==> src/rtl/varredura_display.sv <==
// Time-multiplexed scanner for an N_DIG-digit 7-segment display.
// Presents one nibble plus a one-hot digit enable per slot; new values are latched at frame boundaries.
module varredura_display #(
  parameter int unsigned N_DIG = 4,
  parameter int unsigned DIV   = 50000
) (
  input  logic               clk,
  input  logic               rst_n,
  input  logic [4*N_DIG-1:0] VALOR,
  input  logic               LOAD,
  input  logic               BLANK_ZEROS,
  output logic [3:0]         BCD,
  output logic [N_DIG-1:0]   AN,
  output logic               ACK,
  output logic               FRAME
);

  localparam int unsigned PW = (DIV > 1) ? $clog2(DIV) : 1;
  localparam int unsigned IW = $clog2(N_DIG);
  localparam logic [PW-1:0] PrescMax = PW'(DIV - 1);
  localparam logic [IW-1:0] IdxMax   = IW'(N_DIG - 1);

  logic [PW-1:0]      presc_q, presc_d;
  logic [IW-1:0]      idx_q, idx_d;
  logic [4*N_DIG-1:0] disp_q, disp_d;
  logic [4*N_DIG-1:0] pend_q, pend_d;
  logic               pend_v_q, pend_v_d;
  logic [3:0]         bcd_q, bcd_d;
  logic [N_DIG-1:0]   an_q, an_d;
  logic               ack_q, ack_d;
  logic               frame_q;
  logic               tick;
  logic               boundary;
  logic [N_DIG-1:0]   blank_mask;
  logic               run_zero;

  always_comb begin
    tick     = (presc_q == PrescMax);
    presc_d  = tick ? '0 : presc_q + 1'b1;
    idx_d    = idx_q;
    if (tick) begin
      idx_d = (idx_q == IdxMax) ? '0 : idx_q + 1'b1;
    end
    boundary = tick && (idx_q == IdxMax);
  end

  // A LOAD coinciding with the boundary bypasses pend and goes straight to disp.
  always_comb begin
    pend_d   = pend_q;
    pend_v_d = pend_v_q;
    disp_d   = disp_q;
    ack_d    = 1'b0;
    if (boundary) begin
      pend_v_d = 1'b0;
      ack_d    = LOAD | pend_v_q;
      if (LOAD) begin
        disp_d = VALOR;
      end else if (pend_v_q) begin
        disp_d = pend_q;
      end
    end else if (LOAD) begin
      pend_d   = VALOR;
      pend_v_d = 1'b1;
    end
  end

  // blank_mask[k] set when nibbles N_DIG-1..k of the value being shown are all zero.
  always_comb begin
    blank_mask = '0;
    run_zero   = 1'b1;
    for (int k = N_DIG - 1; k >= 1; k--) begin
      run_zero      = run_zero && (disp_d[4*k +: 4] == 4'h0);
      blank_mask[k] = run_zero;
    end
  end

  always_comb begin
    bcd_d        = disp_d[{idx_d, 2'b00} +: 4];
    an_d         = '0;
    an_d[idx_d]  = 1'b1;
    if (BLANK_ZEROS && blank_mask[idx_d]) begin
      an_d = '0;
    end
  end

  always_ff @(posedge clk or negedge rst_n) begin
    if (!rst_n) begin
      presc_q  <= '0;
      idx_q    <= '0;
      disp_q   <= '0;
      pend_q   <= '0;
      pend_v_q <= 1'b0;
      bcd_q    <= 4'h0;
      an_q     <= N_DIG'(1);
      ack_q    <= 1'b0;
      frame_q  <= 1'b0;
    end else begin
      presc_q  <= presc_d;
      idx_q    <= idx_d;
      disp_q   <= disp_d;
      pend_q   <= pend_d;
      pend_v_q <= pend_v_d;
      ack_q    <= ack_d;
      frame_q  <= boundary;
      if (tick) begin
        bcd_q <= bcd_d;
        an_q  <= an_d;
      end
    end
  end

  assign BCD   = bcd_q;
  assign AN    = an_q;
  assign ACK   = ack_q;
  assign FRAME = frame_q;

endmodule

==> config.mk <==
export PLATFORM = sky130hd
export DESIGN_NAME = varredura_display
export DESIGN_NICKNAME = d
export VERILOG_FILES = /design/src/rtl/varredura_display.sv
export SDC_FILE = /design/constraint.sdc
export NUM_CORES = 1
export LEC_CHECK = 0
export CORE_ASPECT_RATIO = 0.9
export CORE_MARGIN = 2
export CORE_UTILIZATION = 40
export DETAILED_ROUTE_END_ITERATION = 12
export PLACE_DENSITY = 0.59
export SLEW_MARGIN = 20
export SYNTH_ARGS = -nofsm -noshare
export SYNTH_HDL_FRONTEND = slang
export SYNTH_SLANG_ARGS = --single-unit
==> constraint.sdc <==
create_clock -name clk -period 2.8 [get_ports clk]
set_clock_uncertainty 0.05 [all_clocks]
set_input_delay 0.28 -clock clk [delete_from_list [all_inputs] [get_ports clk]]
set_output_delay 0.28 -clock clk [all_outputs]
set_load 0.01 [all_outputs]
# Word level (Yosys, flattened, before mapping)
# Index checks and enable logic that the tools add are counted.
# word_totals
regBits	61
out_inout_bits	10
elab_cells	42
# classes
addsub	2
n_lt_le_gt_ge	2
n_eq_ne	2
n_shift	1
n_mux	14
n_bitwise	2
n_reduce_logical	10
# op_table
cell	n
$mux 16	4
$add 16x1->16 const B	1
$eq 16x16->1 const B	1
$shiftx 16x5->4	1
$logic_not 4->1	3
$logic_and 1x1->1	5
$mux 1	5
$mux 2	2
$mux 4	1
$lt 2x3->1 const B	1
$add 2x1->2 const B	1
$bmux 1 s2	1
$demux 1 s2	1
$eq 2x2->1 const B	1
$ge 2x1->1 const B	1
$reduce_and 2->1	1
$reduce_bool 2->1	1
$not 1->1	1
$or 1x1->1	1

# Longest topological paths before layout
# logic_depth
ltp_word	10
mapped_depth	10

# Worst setup path before layout
# Ideal clock, no wire load.
# synth_path
kind	reg2reg
startpoint	reg presc_q[4]
endpoint	reg an_q[1] (netlist: AN[1])
setup_ps	145
arrival_time_ps	2517
required_ps	2605
slack_ps	88
path_stages_with_launch	10
path_buffers	2
synth_period_minus_slack_ps	2712
cell_sequence	dfrtp_1 or4b_4 or4_1 buf_6 clkinv_8 buf_12 mux2i_1 nand2_1 nor4_1 a41oi_1
# synth_via
elab_chain_cells	10
# synth_lines
element	line_no	source
from (decl)	23	logic [PW-1:0] presc_q, presc_d;
from (signal assigned)	98	presc_q <= presc_d;
$eq 16x16->1 *	38	tick = (presc_q == PrescMax);
$logic_and 1x1->1 *	44	boundary = tick && (idx_q == IdxMax);
$mux 16 *	53	if (boundary) begin
named net disp_d[10]	25	logic [4*N_DIG-1:0] disp_q, disp_d;
$logic_not 4->1 *	72	run_zero = run_zero && (disp_d[4*k +: 4] == 4'h0);
$logic_and 1x1->1 *	72	
$logic_and 1x1->1	72	
$bmux 1 s2 *	81	if (BLANK_ZEROS && blank_mask[idx_d]) begin
$mux 1 (implied by the code) *	81	
$logic_and 1x1->1 *	81	
$mux 4 *	81	
to (signal assigned)	107	an_q <= an_d;
to (decl)	29	logic [N_DIG-1:0] an_q, an_d;
# Mark *: on every way through the listed nets, which the timed path passes. The rest lies on a longest branch. The select of a mux whose other input is x is not followed.
# A chain may end at the register's enable or synchronous reset.

# Final worst setup path
# Ends and elaborated chain as after synthesis.

==> flow_summary.rst <==
.. list-table::
   :header-rows: 1

   * - Metric
     - Value
   * - Run status
     - finished clean
   * - Worst-case register-to-register setup slack
     - around 0.16 ns
   * - Switching part of the total
     - 0.236
   * - Net load switching power
     - 410 uW
   * - Diode insertion count for antenna repair
     - 0
   * - Number of buffers inserted by hold repair at cts
     - 0
   * - Die Span X
     - roughly 95 um
   * - Number of primary I/O pins
     - 30
   * - Core region area
     - between 0.007 and 0.008 mm2
   * - Worst EP arrival
     - roughly 2.8 ns
   * - Grt ovf
     - 0
   * - Length of the first detailed-routing pass in iterations
     - 4
   * - Via/cell ratio
     - 5.31
   * - FP Rows
     - 29
   * - Clock Latency Late Sink
     - 0.34 ns
   * - Syn Inst Count
     - roughly 270
   * - Area growth from synthesis to final layout
     - 23.6%
   * - Total routed wire length on the met1 layer
     - around 3.4 mm
   * - Critical path data required time
     - about 3 ns
   * - Clock power frac
     - 0.406
   * - Number of failing hold endpoints at the final stage
     - 0
   * - Number of distinct library cells after synthesis
     - between 40 and 50
   * - Kind of path behind the tightest hold check
     - input port to asynchronous set/reset pin
   * - Cts bufs inserted
     - 9
   * - Worst-path cell chain
     - or4b_4, or4_4, clkinv_8, mux2i_1, nand2_1, nor4_2, a41oi_1
   * - Maximum count of clock buffers along a single path
     - 2
   * - Placement Setup Slack
     - -0.0914 ns
   * - Critical setup path kind
     - flop to flop
   * - Global-route wire length before repair
     - around 11 mm
   * - Period Utilization, post-route
     - 0.943
   * - Wire per inst
     - around 16 um
   * - Maxcap violations
     - 0
   * - Design Area, Final
     - ~0.0037 mm2
   * - Type of element capturing the critical path
     - flop
   * - Pin count of the biggest net entering global routing
     - 62
   * - Clock sink count
     - between 60 and 70
   * - Synth top area cells
     - sky130_fd_sc_hd__dfrtp_1 (50%), sky130_fd_sc_hd__mux2_2 (6.4%), sky130_fd_sc_hd__a32oi_1 (4.4%), sky130_fd_sc_hd__mux2i_1 (4.0%), sky130_fd_sc_hd__nand2_1 (3.9%)
   * - Placement-stage cell area
     - approximately 0.0035 mm2
   * - Leakage power
     - about 1.6 nW
   * - Final Routed Wirelength
     - ~6.7 mm
   * - Slowest cell delay on critical path
     - roughly 0.6 ns
   * - Clock tree root buffer cell
     - sky130_fd_sc_hd__clkbuf_8
   * - Remaining max-slew budget at the tightest pin
     - 0.474
   * - Detailed router's first-iteration violation count
     - 94
   * - Power share of the sequential group
     - 0.531
   * - Launch point of the worst reg-to-reg path
     - presc_q[4]$_DFF_PN0_
   * - Top cell type by total area after synthesis
     - sky130_fd_sc_hd__dfrtp_1
   * - Total of fill cells in the finished design
     - about 650
   * - Internal cell power
     - ~1.3 mW
   * - Number of global-route vias before repair
     - 2262
   * - Top cell type's share of synthesized area
     - 0.505
   * - Synthesized cell area
     - around 0.003 mm2
   * - Met3 wire length
     - 260 um
   * - Syn avg cell area
     - 11.1 um2
   * - Final period demand of the worst path
     - 2.64 ns
   * - Initial antenna violation count
     - 0
   * - Remaining antenna violation count
     - 0
   * - Final net count
     - approximately 340
   * - Ratio of cells with drive above 1 in the final layout
     - 0.212
   * - Crit Path Max Fanout
     - 8
   * - Worst path setup slack after routing
     - about 0.16 ns
   * - Register area share after synthesis
     - 0.513
   * - Final GP Congestion
     - about 0.79
   * - Yosys warning total
     - 0
   * - Global-route usage over all layers
     - 0.187
   * - Die height
     - ~86 um
   * - Via count
     - about 2.2k
   * - Number of synthesized flops with an enable pin
     - 0
   * - Total nets after synthesis
     - 291
   * - Clock tree from TritonCTS
     - yes
   * - Leading cell type by number of instances after synthesis
     - sky130_fd_sc_hd__dfrtp_1
   * - Met2 routed WL
     - 2.90 mm
   * - Async set-or-reset flop fraction in the synthesized netlist
     - 1.00
   * - Tightest Pin Transition
     - about 0.79 ns
   * - Relative contribution of combinational cells to total power
     - 0.063
   * - Drc violations
     - 0
   * - Worst setup path start
     - presc_q[4]$_DFF_PN0_
   * - Port buffer count
     - 29
   * - Slowest cell on the critical path
     - sky130_fd_sc_hd__or4_4
   * - Maximum resistive drop on vdd
     - approximately 210 uV
   * - Final-report setup violation count
     - 0
   * - Most common library cells after synthesis
     - sky130_fd_sc_hd__dfrtp_1 (60), sky130_fd_sc_hd__nand2_1 (31), sky130_fd_sc_hd__mux2_2 (17), sky130_fd_sc_hd__a21oi_1 (15), sky130_fd_sc_hd__a32oi_1 (15)
   * - Die Outline Area
     - roughly 0.0081 mm2
   * - Post-CTS setup repair buffer count
     - 0
   * - Setup repair after global routing missed its margin
     - no
   * - Highest attainable clock frequency
     - 0.379 GHz
   * - Half-perimeter wire length after placement
     - between 4 and 5 mm
   * - Uppermost metal layer occupied by signal nets
     - met4
   * - Top flip-flop cell by instance count after synthesis
     - sky130_fd_sc_hd__dfrtp_1
   * - Initial Utilization
     - 0.418
   * - Top Family by Delay on Critical Path
     - simple AND/OR/NAND/NOR gates
   * - Power density over the cells
     - approximately 470 mW/mm2
   * - Setup crit start kind
     - flop
   * - Clock transition at path regs
     - about 0.07 ns
   * - Flip-flop and latch count after synthesis
     - 61
   * - Crit path buffers/inverters
     - 1
   * - H-tree levels
     - 3
   * - Count of final max-slew check failures
     - 0
## registers in the layout, summed over array words and instances (netlist names)
name	flops
disp_q	16
pend_q	16
presc_q	16
AN	4
BCD	4
idx_q	2
ACK	1
FRAME	1
pend_v_q	1
## power groups by stage
stage | clock, mW | sequential (mW) | combinational, mW
final | 0.705 | 0.923 | 0.109
after global routing | 0.764 | 0.925 | 0.121
after CTS | 0.723 | 0.923 | 0.112
after detailed placement | 0 | 0.939 | 0.111
after global placement | 0 | 0.938 | 0.110
after floorplan | 0 | 0.932 | 0.0464
## cell usage in the layout (no fill, tap or decap), types with 3 or more instances in the layout
cell type / synthesis / final
sky130_fd_sc_hd__a21oi_1: 15 / 15
sky130_fd_sc_hd__a32oi_1: 15 / 15
sky130_fd_sc_hd__and2_1: 11 / 11
sky130_fd_sc_hd__and3_1: 4 / 4
sky130_fd_sc_hd__buf_4: 1 / 21
sky130_fd_sc_hd__clkbuf_8: 0 / 11
sky130_fd_sc_hd__clkdlybuf4s50_1: 0 / 28
sky130_fd_sc_hd__clkinv_2: 0 / 5
sky130_fd_sc_hd__dfrtp_1: 60 / 60
sky130_fd_sc_hd__inv_1: 4 / 4
sky130_fd_sc_hd__mux2_2: 17 / 17
sky130_fd_sc_hd__mux2i_1: 12 / 12
sky130_fd_sc_hd__nand2_1: 31 / 31
sky130_fd_sc_hd__nand3_1: 14 / 14
sky130_fd_sc_hd__nor2_1: 11 / 11
sky130_fd_sc_hd__nor2b_1: 3 / 3
sky130_fd_sc_hd__nor3_1: 5 / 5
sky130_fd_sc_hd__nor4_1: 4 / 3
sky130_fd_sc_hd__o21ai_0: 8 / 8
sky130_fd_sc_hd__xnor2_1: 3 / 3
sky130_fd_sc_hd__xor2_1: 8 / 8
## area by class of cell
class	count	area, um2	area share
well taps	93	116	0.0316
repair buffers	52	483	0.131
clock inverters	5	25.0	0.00681
inverters	5	31.3	0.00851
flip-flops and latches	61	1530	0.415
clock buffers	11	151	0.0412
multi-input cells	191	1340	0.365
## metal layers
metal | up-vias | track usage
li1 | 1100 | -
met1 | 1066 | 0.282
met3 | 8 | 0.0475
met4 | 0 | 0.0791
met2 | 45 | 0.255
met5 | - | 0
## cells by family (layout without fill, tap and decap cells)
family	Yosys count	count (layout)	synth area share
AO/OA/AOI/OAI	54	54	0.129
XOR/XNOR	11	11	0.0324
adder cells (fa/ha/maj)	2	2	0.00841
buffers and inverters	17	73	0.0408
flip-flops	61	61	0.513
multiplexers	29	29	0.105
AND/OR/NAND/NOR	95	95	0.171
## final timing paths
check	endpoint	cells past startpoint
setup reg to reg	AN[1]$_DFFE_PN0N_	7
setup / recovery	AN[1]$_DFFE_PN0N_	7
min in group clk	presc_q[0]$_DFF_PN0_	1
hold / removal	FRAME$_DFF_PN0_	2
max in group asynchronous	presc_q[15]$_DFF_PN0_	2
hold reg to reg	presc_q[0]$_DFF_PN0_	1
## worst reg2reg max path, stage by stage, from the launching register on
cell and delay [ns]:
sky130_fd_sc_hd__dfrtp_1 0.38, sky130_fd_sc_hd__or4b_4 0.54, sky130_fd_sc_hd__or4_4 0.60, sky130_fd_sc_hd__clkinv_8 0.10, sky130_fd_sc_hd__mux2i_1 0.23, sky130_fd_sc_hd__nand2_1 0.11
sky130_fd_sc_hd__nor4_2 0.34, sky130_fd_sc_hd__a41oi_1 0.15
## per-stage QoR
stage	std cells	power, mW	utilization	setup TNS, ns	hold WS (ns)
floorplan	269	0.979	-	0	-0.0656
global placement	402	1.05	0.490	-0.161	0.390
detailed placement	402	1.05	0.490	-0.0914	0.393
CTS	418	1.76	0.516	0	0.0760
global route	418	1.81	0.517	0	0.113
finish	418	1.74	0.517	0	0.0588
## repair_timing
action	4_1_cts	5_1_grt
pin swaps	0	1
resized for setup	2	2
hold endpoints to repair	0	0
endpoints found under the setup margin	1	6
Power figures use the tool's default switching activity.
